<file path="config.mk">
export PLATFORM = sky130hd
export DESIGN_NAME = course_shifter
export DESIGN_NICKNAME = d
export VERILOG_FILES = /design/src/rtl/course_shifter.sv
export SDC_FILE = /design/constraint.sdc
export NUM_CORES = 1
export LEC_CHECK = 0
export BUFFER_PORTS_ARGS = -buffer_cell sky130_fd_sc_hd__buf_2
export CORE_UTILIZATION = 40
export CTS_BUF_LIST = sky130_fd_sc_hd__clkbuf_4 sky130_fd_sc_hd__clkbuf_8
export DETAILED_ROUTE_END_ITERATION = 10
export GPL_ROUTABILITY_DRIVEN = 1
export PLACE_DENSITY = 0.61
export SLEW_MARGIN = 25
export SYNTH_ARGS = -nofsm -noshare
export SYNTH_HDL_FRONTEND = slang
export SYNTH_SLANG_ARGS = --single-unit
</file>
<file path="constraint.sdc">
create_clock -name clk -period 3.7 [get_ports clk]
set_input_delay 0 -clock clk [delete_from_list [all_inputs] [get_ports clk]]
set_output_delay 0 -clock clk [all_outputs]
set_load 0.02 [all_outputs]
</file>
<file path="src/rtl/course_shifter.sv">
// Box-course shifter: holds LENGTH box directions, exposes next box + LOOK-wide lookahead, advances on correct key.
// Latency: registered outputs; q/window/remaining/pulses reflect a load or step one cycle after it is sampled.
// Backpressure: none; load/step are single-cycle pulses accepted every cycle. Optional COURSE_MISS_COUNT_EN adds miss_count.
module course_shifter #(
  parameter int LENGTH = 33,
  parameter int LOOK   = 4,
  parameter int CNT_W  = $clog2(LENGTH + 1)
) (
  input  logic              clk,
  input  logic              reset,
  input  logic              load,
  input  logic [LENGTH-1:0] load_val,
  input  logic              mode_wrap,
  input  logic              step,
  input  logic              key_dir,
  output logic              q,
  output logic [LOOK-1:0]   window,
  output logic [CNT_W-1:0]  remaining,
  output logic              correct,
  output logic              wrong,
  output logic              lap,
  output logic              done
`ifdef COURSE_MISS_COUNT_EN
  ,
  output logic [7:0]        miss_count
`endif
);

  typedef enum logic [1:0] {
    ST_IDLE = 2'd0,
    ST_RUN  = 2'd1,
    ST_DONE = 2'd2
  } state_e;

  state_e              state_q,   state_d;
  logic [LENGTH-1:0]   sr_q,      sr_d;
  logic [CNT_W-1:0]    rem_q,     rem_d;
  logic                wrap_q,    wrap_d;
  logic                correct_q, correct_d;
  logic                wrong_q,   wrong_d;
  logic                lap_q,     lap_d;

  // A press only counts in RUN; it is judged against the box currently at the head.
  logic                step_run;
  logic                hit;
  logic                fill;
  logic                last_box;

  assign step_run = step && (state_q == ST_RUN);
  assign hit      = (key_dir == sr_q[0]);
  // In wrap mode the consumed box re-enters at the top, so after LENGTH hits the pattern is restored.
  assign fill     = wrap_q & sr_q[0];
  assign last_box = (rem_q == CNT_W'(1));

  // Next-state: load beats step; steps outside RUN are dropped silently.
  always_comb begin
    state_d   = state_q;
    sr_d      = sr_q;
    rem_d     = rem_q;
    wrap_d    = wrap_q;
    correct_d = 1'b0;
    wrong_d   = 1'b0;
    lap_d     = 1'b0;

    if (load) begin
      sr_d    = load_val;
      rem_d   = CNT_W'(LENGTH);
      wrap_d  = mode_wrap;
      state_d = ST_RUN;
    end else if (step_run) begin
      if (hit) begin
        sr_d      = {fill, sr_q[LENGTH-1:1]};
        correct_d = 1'b1;
        if (last_box) begin
          if (wrap_q) begin
            rem_d = CNT_W'(LENGTH);
            lap_d = 1'b1;
          end else begin
            rem_d   = '0;
            state_d = ST_DONE;
          end
        end else begin
          rem_d = rem_q - CNT_W'(1);
        end
      end else begin
        wrong_d = 1'b1;
      end
    end
  end

  // State register; reset returns to an empty, idle course.
  always_ff @(posedge clk or posedge reset) begin
    if (reset) begin
      state_q   <= ST_IDLE;
      sr_q      <= '0;
      rem_q     <= '0;
      wrap_q    <= 1'b0;
      correct_q <= 1'b0;
      wrong_q   <= 1'b0;
      lap_q     <= 1'b0;
    end else begin
      state_q   <= state_d;
      sr_q      <= sr_d;
      rem_q     <= rem_d;
      wrap_q    <= wrap_d;
      correct_q <= correct_d;
      wrong_q   <= wrong_d;
      lap_q     <= lap_d;
    end
  end

  // Course view is blanked outside RUN so display logic needs no state decode.
  assign q         = (state_q == ST_RUN) ? sr_q[0] : 1'b0;
  assign window    = (state_q == ST_RUN) ? sr_q[LOOK-1:0] : '0;
  assign remaining = rem_q;
  assign correct   = correct_q;
  assign wrong     = wrong_q;
  assign lap       = lap_q;
  assign done      = (state_q == ST_DONE);

`ifdef COURSE_MISS_COUNT_EN
  logic [7:0] miss_q, miss_d;

  // Miss counter tracks wrong presses since the last load, saturating at 255.
  always_comb begin
    miss_d = miss_q;
    if (load) begin
      miss_d = '0;
    end else if (wrong_d && (miss_q != 8'hFF)) begin
      miss_d = miss_q + 8'd1;
    end
  end

  // Miss counter register.
  always_ff @(posedge clk or posedge reset) begin
    if (reset) begin
      miss_q <= '0;
    end else begin
      miss_q <= miss_d;
    end
  end

  assign miss_count = miss_q;
`endif

endmodule
</file>
# Yosys cells after proc, flatten, opt, wreduce, memory -nomap -nowiden
# Cells that the tools add are included.
dict set report op_classes {
  n_addsub 1
  eq_ne 5
  mux 26
  n_bitwise 1
  n_reduce_logical 6
}
# operator count
set ops {}
lappend ops {{33-bit two-way mux} 3}
lappend ops {{6-bit two-way mux} 5}
lappend ops {{1-bit two-way mux} 12}
lappend ops {{2-bit two-way mux} 5}
lappend ops {{6-bit by 1-bit equality test with 1-bit output (second input constant)} 1}
lappend ops {{2-bit nonzero test} 3}
lappend ops {{6-bit by 1-bit subtractor with 6-bit output (second input constant)} 1}
lappend ops {{4-bit two-way mux} 1}
lappend ops {{4-bit AND reduction} 1}
lappend ops {{2-bit by 1-bit equality test with 1-bit output (second input constant)} 1}
lappend ops {{2-bit equality test (second input constant)} 1}
lappend ops {{2-bit inequality test (second input constant)} 1}
lappend ops {{2-bit AND reduction} 1}
lappend ops {{1-bit AND} 1}
lappend ops {{1-bit equality test} 1}
lappend ops {{1-bit logical AND} 1}
dict set report totals {
  ff_bits 45
  inputBits 39
  out_inout_bits 15
  wordCells 46
}

# Longest topological paths before layout
# Gate-level depths: netlist of the first run.
dict set report logic_depth {
  word_depth 5
  mapped_depth 6
  depth_no_buf 5
}

# Least setup slack after synthesis of the first run
# No wires, ideal clock.
dict set report synth_path {
  kind {reg-to-reg}
  from {register rem_q[2] (netlist: remaining[2])}
  to {register state_q[0]}
  setup_ns 0.126
  arrival_ns 1.558
  required_ns 3.574
  slack_ns 2.016
  path_stages_with_launch 5
  path_buffers 1
  synth_period_minus_slack_ns 1.684
  cell_sequence {dfrtp_1 or3_4 or2_0 buf_2 o32a_1}
}
dict set report synth_via {
  elab_chain_len 3
}
# item line_no
set synth_rtl {}
lappend synth_rtl {{start, declared} 37} ;# logic [CNT_W-1:0] rem_q, rem_d;
lappend synth_rtl {{start signal, assigned} 104} ;# rem_q <= rem_d;
lappend synth_rtl {{6-bit by 1-bit equality test with 1-bit output} 53} ;# assign last_box = (rem_q == CNT_W'(1));
lappend synth_rtl {{2-bit nonzero test (no source line)} n/a}
lappend synth_rtl {{4-bit AND reduction (no source line)} n/a}
lappend synth_rtl {{end signal, assigned} 102} ;# state_q <= state_d;
lappend synth_rtl {{end, declared} 35} ;# state_e state_q, state_d;
# Every way passes these cells.
# A chain may end at the register's enable or synchronous reset.

# Worst setup path in the final report of the first run
dict set report layout_path {
  from {register sr_q[0]}
  to {register sr_q[32]}
}
dict set report layout_via {
  elab_chain_len 4
  elab_cells_between_ends 7
  classes_between {eq/ne: 1; mux: 3; bitwise: 1; reduce/logical: 2}
}
# item line_no
set layout_rtl {}
lappend layout_rtl {{start, declared} 36} ;# logic [LENGTH-1:0] sr_q, sr_d;
lappend layout_rtl {{start signal, assigned} 103} ;# sr_q <= sr_d;
lappend layout_rtl {{1-bit AND} 52} ;# assign fill = wrap_q & sr_q[0];
lappend layout_rtl {{33-bit two-way mux} 71} ;# if (hit) begin
lappend layout_rtl {{33-bit two-way mux} 70} ;# end else if (step_run) begin
lappend layout_rtl {{33-bit two-way mux} 65} ;# if (load) begin
# Several ways; a longest one is shown, not always the timed one. The select of a mux whose other input is x is not followed.

==> results.toml, run 1 <==
[outcome]
status = "complete, no violations"

[yosys]
yosysTopAreaCellShare = 0.484
synth.area.top_cells = "dfrtp_1 48%, a221o_1 14%, nand2b_1 9.4%"
yosysMostFrequentCell = "dfrtp_1"
ys.warnings.count = 0
synth_edf_count = 0
syn_area_sq_um = 2330
ys_ff_latch = 45
async_flop_share = 1.00
synth_flop_cell = "dfrtp_1"
synth_nets = 268
ys_types = 33
netlist_top_cells_count = "45 x dfrtp_1, 35 x nand2b_1, 32 x a21oi_1, 32 x a221o_1, 14 x clkbuf_1"
ys_seq_area_frac = 0.484
syn_inst = 227
synth_top_cell_by_area = "dfrtp_1"
syn_area_per_cell_sq_um = 10.3

[die]
dieArea_sq_um = 6130
dieWidth_um = 78.3
start_util = 0.418
placementRows = 27
fp.dieH_um = 78.3
core_area_sq_um = 5570
ios = 54

[cells_and_area]
drive_gt1_frac = 0.243
syn_to_final_growth_pct = 32.0
antenna_cells_inserted = 0
n_fill_cell = 518
stdcell_area_sq_um = 3070
regArea_sq_um = 1130
final_core_utilization = 0.552
multi_input_area_sq_um = 1080
final_nets = 344

[hold_path]
hold_start = "key_dir"
hold_path_depth = 3
hp-class = "input port to register"
hold_end = "sr_q[32]"

[grt]
met2_usage = 0.318
grt_pass1_vias = 1968
grt_pass1_wl_mm = 9.65
use_met3 = 0.0326
grt_util_met1 = 0.280
grt_start_max_net_pins = 82
grt_overflow_total = 0
antenna_found_initial = 0
track_usage = 0.202
gr-max-usage-layer = "met2"

[timing]
report.final.setup_viol = 0
fin_crit_ns = 2.03
holdWs_ns = 0.106
rsz0062_at_grt = "no"
slew_viol_final = 0
skew_ns = 0.00377
worst_slew_pin_slew_ns = 0.811
maxSlewHeadroom = 0.456
tns_ns = 0
max_clock_freq_mhz = 492
finalHoldViolCount = 0
finalCritPeriodShare = 0.550

[detailed_routing]
drc_errors = 0
drt-total-wl_mm = 5.87
drtIter0Drc = 206
vias_per_cell = 5.50
vias = 2068
wl_per_cell_um = 15.6
drt_first_pass_iters = 4
ant_nets = 0

[clocking]
post_cts_buffers = 0
htreeDepth = 2
clk_pin_slew_worst_paths_ns = 0.08
cts_max_path_buffers = 2
clkSinkCount = 45
cts_tree = "done"
clk_latency_ns = 0.30
cts_root_buffer = "clkbuf_8"
numCtsBuffers = 5

[placement]
placed_area_sq_um = 2620
dp_hpwl_mm = 3.43
routabilityCongestion = 0.728
portBuffers = 53

[pwr]
power_density_nw_per_um2 = 391
leakagePower_nw = 1.38
peakVddDrop_mv = 0.212

[worst_setup_path]
critPathKind = "register to register"
reg2reg_from = "sr_q[0]"
r2r_slack_ns = 1.67
arrival_ns = 2.18
endpoint_kind = "register"
worstSetupStartpointType = "register"
crit_required_ns = 3.85
r2r_cells = 4
worstReg2RegEnd = "sr_q[32]"
crit_fanout = 22

[job]
drv_cap = 0
kinds of logic after synthesis:
kind of cell             Yosys count  share of synthesized area
buffers and inverters             31                     0.0559
XOR/XNOR                           2                    0.00752
AND/OR/NAND/NOR                   68                      0.178
adder cells (fa/ha/maj)            2                     0.0107
AO/OA/AOI/OAI                     77                      0.256
multiplexers                       2                    0.00860
flip-flops                        45                      0.484
critical path, stage by stage, from the launching register on:
cell and delay [ns]:
dfrtp_1 0.45, xnor2_2 0.68, buf_4 0.38, and2_1 0.23
o311ai_0 0.13
metrics by stage:
step	instances	power, mW	setup WS [ns]
after floorplan	227	0.769	2.02
after global placement	333	0.845	1.72
after detailed placement	333	0.846	1.71
after CTS	376	1.21	1.67
after global routing	376	1.27	1.49
final	376	1.20	1.67
power breakdown:
| group | switching [mW] | total, mW | internal (mW) |
|---|---|---|---|
| Clock | 0.167 | 0.336 | 0.169 |
| Sequential | 0.0420 | 0.588 | 0.546 |
| Combinational | 0.147 | 0.279 | 0.133 |
repair_timing:
action,in CTS,in global routing
hold buffers,35,0
endpoints found under the hold margin,79,0
resized for setup,0,0
flip-flops by register name, indices dropped and copies added, names as in the netlist:
register / count
sr_q: 33
remaining: 6
state_q: 2
correct: 1
lap: 1
wrap_q: 1
wrong: 1
layout by cell type, fill, tap and decap left out:
master and count:
or2_0 1, nand2_1 5, a221o_1 32, o32ai_1 2, inv_1 7, clkbuf_8 7
or3b_2 2, a21oi_1 32, or2_2 1, and2_1 5, xor2_1 1, nor2_2 1
buf_2 53, mux2i_1 2, dfrtp_1 45, nand4bb_1 1, a211oi_1 4, nor2_1 6
a41o_2 2, ha_1 2, dlygate4sd3_1 35, o311ai_0 1, xnor2_2 1, nor4b_1 1
or3_4 1, nand4_1 2, nand2b_1 35, o32a_1 1, buf_4 4, clkinv_2 2
and3b_1 1, nor4_1 1, nor3_1 3, nor2b_1 2, a311oi_1 3
per-layer routing:
metal | routed length (um) | vias up | share of wire
li1 | - | 991 | -
met1 | 2760 | 1018 | 0.47
met2 | 2840 | 48 | 0.48
met3 | 164 | 11 | 0.028
met4 | 104 | 0 | 0.018
met5 | 0 | - | 0
how the worst max path moves through the flow:
stage / endpoint / slack (ns) / start
global placement: remaining[2] / 1.72 / sr_q[0]
floorplan: state_q[0] / 2.02 / remaining[2]
CTS: sr_q[32] / 1.67 / sr_q[0]
global route: sr_q[30] / 1.49 / sr_q[0]
finish: sr_q[32] / 1.67 / sr_q[0]
detailed placement: sr_q[32] / 1.71 / sr_q[0]
final cells by class:
cell class              count  share of cell area
flip-flops and latches     45               0.366
multi-input cells         151               0.351
repair buffers             92               0.210
clock buffers               7              0.0313
well taps                  72              0.0293
inverters                   8              0.0102
clock inverters             1             0.00163
(Power assumes the default switching activity.)
==> run 2, diff against run 1 <==
==> constraint.sdc (replaced) <==
create_clock -name clk -period 2.1 [get_ports clk]
set_input_delay 0 -clock clk [delete_from_list [all_inputs] [get_ports clk]]
set_output_delay 0 -clock clk [all_outputs]
set_load 0.02 [all_outputs]
==> run 2 against run 1 <==
Fmax up 15%. Critical path type unchanged. Worst hold slack better by 0.0086 ns. Die area unchanged. Highest routed layer unchanged. Sequential share of layout area down 0.70 points. Worst setup slack worse by 1.3 ns. Cell area up 2.0%. Combinational power up 82%. Sequential cell count unchanged. Core utilization up 1.1 points. Wire length down 2.9%. Largest power group unchanged.
==> results.toml, run 2 (synthesized netlist as in run 1, its figures left out) <==
[grt]
antenna_found_initial = 0
grt_start_max_net_pins = 82
grt_pass1_vias = 1987
track_usage = 0.198
grt_overflow_total = 0
grt_pass1_wl_mm = 9.44

[die]
dieArea_sq_um = 6130
core_area_sq_um = 5570
placementRows = 27
fp.dieH_um = 78.3
ios = 54
dieWidth_um = 78.3
start_util = 0.418

[cells_and_area]
syn_to_final_growth_pct = 34.6
layout_commonest_cell = "buf_2"
top_register = "sr_q"
antenna_cells_inserted = 0
largest_reg_flops = 33
drive_gt1_frac = 0.253
final_nets = 348
n_fill_cell = 513
mostFrequentLayoutCells = "53 x buf_2, 45 x dfrtp_1, 35 x nand2b_1, 35 x dlygate4sd3_1"
final_core_utilization = 0.562

[worst_setup_path]
r2r_slack_ns = 0.33
worstSetupStartpointType = "register"
crit_path_start = "sr_q[0]"
crit_fanout = 20
reg2reg_from = "sr_q[0]"
crit_required_ns = 2.33
arrival_ns = 2.00
critPathKind = "register to register"
r2r_cells = 4
worstReg2RegEnd = "sr_q[25]"
endpoint_kind = "register"

[detailed_routing]
vias_per_cell = 5.39
drc_errors = 0
ant_nets = 0
drt_first_pass_iters = 4
drt-total-wl_mm = 5.70
wl_per_cell_um = 15.0
vias = 2047
drtIter0Drc = 173

[outcome]
status = "complete, no violations"

[timing]
max_clock_freq_mhz = 564
skew_ns = 0.00439
finalCritPeriodShare = 0.845
rsz0062_at_grt = "no"
worst_slew_pin_slew_ns = 0.735
tns_ns = 0
report.final.setup_viol = 0
finalHoldViolCount = 0
maxSlewHeadroom = 0.509
slew_viol_final = 0
fin_crit_ns = 1.77

[pwr]
peakVddDrop_mv = 0.358
leakagePower_nw = 1.41
power_density_nw_per_um2 = 708

[job]
drv_cap = 0

[placement]
routabilityCongestion = 0.755
dp_hpwl_mm = 3.51
portBuffers = 53

[clocking]
clk_pin_slew_worst_paths_ns = 0.08
cts_max_path_buffers = 2
numCtsBuffers = 5
clkSinkCount = 45
clk_latency_ns = 0.29
cts_root_buffer = "clkbuf_8"
htreeDepth = 2
post_cts_buffers = 0
cts_tree = "done"

[hold_path]
hp-class = "input port to register"
hold_start = "key_dir"
hold_path_depth = 3
hold_end = "sr_q[32]"
## run 2: cell count changes in the layout (fill, tap and decap cells not counted), sizes merged
| cell | delta |
|---|---|
| buf | +4 |
| bufinv | +1 |
| clkinv | -2 |
| inv | +1 |
## run 2: power breakdown
| part | internal [mW] | switching, mW |
|---|---|---|
| clock | 0.401 | 0.276 |
| sequential | 0.962 | 0.0740 |
| combinational | 0.246 | 0.261 |
## run 2: final cells by class
class	count	area [sq um]	share of cell area
Tap cell	72	90.1	0.0287
Sequential cell	45	1130	0.359
Timing Repair Buffer	96	688	0.220
Inverter	8	30.0	0.00958
Clock buffer	7	90.1	0.0287
Clock inverter	1	30.0	0.00958
Multi-Input combinational cell	151	1080	0.345
## run 2: worst max-delay path, cell delays in order (launching register included)
cell	delay [ns]
dfrtp_1	0.45
xor2_1	0.24
nor2_2	0.62
buf_12	0.24
a221o_1	0.16
## run 2: worst max path at each step
| stage | endpoint | slack [ns] | depth (start not counted) |
|---|---|---|---|
| after floorplan | state_q[0] | 0.42 | 4 |
| after CTS | sr_q[25] | 0.32 | 4 |
| final | sr_q[25] | 0.33 | 4 |
| after detailed placement | sr_q[1] | 0.34 | 4 |
| after global placement | sr_q[27] | 0.38 | 4 |
| after global routing | sr_q[25] | 0.22 | 4 |
## run 2: what timing repair did
| item | CTS | global route |
|---|---|---|
| resized for setup | 0 | 0 |
| hold buffers | 35 | 0 |
| hold endpoints to repair | 79 | 0 |
## run 2: per-layer routing
metal	vias up	part of all wire	global-route usage
met4	0	0.013	0.0648
met5	-	0	0
met3	9	0.031	0.0337
met1	993	0.48	0.274
met2	43	0.48	0.317
li1	1002	-	-
## run 2: metrics by stage
step / std cells / area, sq um / hold WS (ns) / total power [mW] / setup WS (ns)
after floorplan: 227 / 2330 / 0.113 / 1.35 / 0.416
after global placement: 337 / 2660 / 0.185 / 1.50 / 0.376
after detailed placement: 337 / 2660 / 0.175 / 1.51 / 0.336
after CTS: 380 / 3130 / 0.112 / 2.24 / 0.321
after global routing: 380 / 3130 / 0.154 / 2.34 / 0.216
final: 380 / 3130 / 0.115 / 2.22 / 0.326
==> run 3, diff against run 2 <==
--- a/config.mk
+++ b/config.mk
@@ -5,12 +5,13 @@
 export SDC_FILE = /design/constraint.sdc
 export NUM_CORES = 1
 export LEC_CHECK = 0
+export ABC_AREA = 1
 export BUFFER_PORTS_ARGS = -buffer_cell sky130_fd_sc_hd__buf_2
 export CORE_UTILIZATION = 40
 export CTS_BUF_LIST = sky130_fd_sc_hd__clkbuf_4 sky130_fd_sc_hd__clkbuf_8
 export DETAILED_ROUTE_END_ITERATION = 10
 export GPL_ROUTABILITY_DRIVEN = 1
-export PLACE_DENSITY = 0.61
+export PLACE_DENSITY = 0.63
 export SLEW_MARGIN = 25
 export SYNTH_ARGS = -nofsm -noshare
 export SYNTH_HDL_FRONTEND = slang
==> constraint.sdc (replaced) <==
create_clock -name clk -period 1.6 [get_ports clk]
set_input_delay 0 -clock clk [delete_from_list [all_inputs] [get_ports clk]]
set_output_delay 0 -clock clk [all_outputs]
set_load 0.02 [all_outputs]
==> run 3 against run 2 <==
Combinational power rose by 110%. Largest cell class unchanged. Cell area decreased by 7.4%. Area after synthesis up 1.6%. Die area is 1.6% higher. Register-to-register slack got worse by 0.14 ns. Sequential power up 50%. Largest power group unchanged.
==> results.toml, run 3 <==
[clocking]
numCtsBuffers = 5
clk_latency_ns = 0.30
htreeDepth = 2
cts_tree = "done"
post_cts_buffers = 0
clk_pin_slew_worst_paths_ns = 0.09
cts_max_path_buffers = 2
clkSinkCount = 45
cts_root_buffer = "clkbuf_8"
cts.repair.resized = 0
hold_buffers = 18

[cells_and_area]
syn_to_final_growth_pct = 22.6
mostFrequentLayoutCells = "85 x nand2_1, 53 x buf_2, 45 x dfrtp_1"
final_nets = 373
largest_reg_flops = 33
stdcell_count = 405
n_fill_cell = 580
top_register = "sr_q"
antenna_cells_inserted = 0
layout_commonest_cell = "nand2_1"
drive_gt1_frac = 0.306
final_core_utilization = 0.517

[worst_setup_path]
max_stage_delay_ns = 0.43
crit_fanout = 51
critPathKind = "register to register"
r2r_slack_ns = 0.19
critPathSlowestCell = "dfrtp_1"
path_cells = "xor2_1 > nand2_2 > nand2_8 > nand2_1 > nand2_1 > inv_1"
worstSetupStartpointType = "register"
crit_required_ns = 1.80
arrival_ns = 1.61
crit_path_frequent_cell = "nand2_1"
endpoint_kind = "register"
path_buf_inv = 1
crit_family = "simple AND/OR/NAND/NOR gates"

[grt]
grt_overflow_total = 0
grt_pass1_wl_mm = 8.49
track_usage = 0.177
antenna_found_initial = 0
grt_pass1_vias = 1829
grt_start_max_net_pins = 52

[yosys]
synth_flop_cell = "dfrtp_1"
synth.area.top_cells = "dfrtp_1 48%, nand2_1 13%, mux2i_1 6.8%"
syn_inst = 262
synth_top_cell_by_area = "dfrtp_1"
netlist_top_cells_count = "85 x nand2_1, 45 x dfrtp_1, 18 x inv_1"
ys_ff_latch = 45
yosysTopAreaCellShare = 0.476
ys.warnings.count = 0
ys_seq_area_frac = 0.476
syn_area_per_cell_sq_um = 9.03
syn_area_sq_um = 2370
synth_edf_count = 0
yosysMostFrequentCell = "nand2_1"
synth_nets = 303
async_flop_share = 1.00
ys_types = 25

[timing]
report.final.setup_viol = 0
slew_viol_final = 0
maxSlewHeadroom = 0.620
max_clock_freq_mhz = 710
fin_crit_ns = 1.41
finalHoldViolCount = 0
skew_ns = 0.0104
tns_ns = 0
finalCritPeriodShare = 0.881
worst_slew_pin_slew_ns = 0.570
rsz0062_at_grt = "no"

[detailed_routing]
drtIter0Drc = 101
ant_nets = 0
vias_per_cell = 4.75
drt_first_pass_iters = 4
wl_per_cell_um = 12.3
vias = 1924
drc_errors = 0
drt-total-wl_mm = 4.97

[die]
placementRows = 27
dieArea_sq_um = 6230
core_area_sq_um = 5610
start_util = 0.422
fp.dieH_um = 78.9
ios = 54
dieWidth_um = 78.9

[placement]
placed_cells = 379
portBuffers = 53
dp_hpwl_mm = 3.40
routabilityCongestion = 0.866

[outcome]
status = "complete, no violations"

[pwr]
p_sw_mw = 1.21
peakVddDrop_mv = 0.643
power_frac_comb = 0.318
leakagePower_nw = 1.53
p_clk_frac = 0.215
power_density_nw_per_um2 = 1150
seq_power_share = 0.466
sw_frac_of_total = 0.361
p_int_mw = 2.14
report.power.total_mw = 3.34

[hold_path]
hp-class = "input port to register"

[job]
drv_cap = 0
run 3: cell types whose count changed after synthesis, sizes merged, moves of 3 or more:
cell / previous run / this run
and2: 5 / 0
nand2b: 35 / 0
clkbuf: 14 / 0
o21ai: 0 / 24
buf: 9 / 13
inv: 8 / 20
nor2: 7 / 15
nand3: 0 / 23
a211oi: 4 / 0
nand2: 5 / 94
a221o: 32 / 0
a311oi: 3 / 0
mux2i: 2 / 16
a21oi: 32 / 1
run 3: layer usage:
layer,vias to the layer above,track usage,part of all wire
met4,0,0.0691,0.020
met5,-,0,0
li1,976,-,-
met3,8,0.0299,0.032
met1,894,0.233,0.45
met2,46,0.290,0.50
run 3: cells by family after synthesis:
kind of cell,share of synthesized area
AOI/OAI and AO/OA,0.0825
xor gates and xnor gates,0.0111
adders and majority gates,0.0106
buffers and inverters,0.0857
DFF,0.476
muxes,0.0677
and+or+nand+nor,0.267
run 3: worst min-delay path, stage by stage:
cell	delay [ns]
buf_2	0.07
mux2i_1	0.07
o21ai_2	0.12
run 3: path summary, 6_finish.rpt:
| path | endpoint | start | cells after the start |
|---|---|---|---|
| setup reg to reg | remaining[0] | sr_q[0] | 6 |
| setup / recovery | remaining[0] | sr_q[0] | 6 |
| max in group asynchronous | sr_q[15] | reset | 4 |
| hold / removal | sr_q[25] | load_val[25] | 3 |
| hold reg to reg | sr_q[22] | sr_q[22] | 2 |
| min in group asynchronous | sr_q[27] | reset | 4 |
run 3: cell type report:
cell class                      count  area [sq um]  area share
Timing Repair Buffer               76           483       0.166
Inverter                           20          75.1      0.0259
Tap cell                           72          90.1      0.0310
Clock buffer                        5          68.8      0.0237
Sequential cell                    45          1130       0.388
Clock inverter                      3          21.3     0.00733
Multi-Input combinational cell    184          1040       0.357
run 3: power by group through the flow:
stage	clock [mW]	sequential, mW	combinational [mW]
after floorplan	0	1.59	0.830
after global placement	0	1.57	1.02
after detailed placement	0	1.58	1.05
after CTS	0.738	1.56	1.08
after global routing	0.788	1.60	1.20
final	0.719	1.56	1.06
run 3: per-stage QoR:
step,hold WS [ns],setup slack (ns),instance area (sq um)
after floorplan,0.113,0.283,2370
after global placement,0.181,0.249,2630
after detailed placement,0.183,0.218,2630
after CTS,0.00271,0.201,2900
after global routing,0.00819,0.0181,2900
final,0.00261,0.191,2900
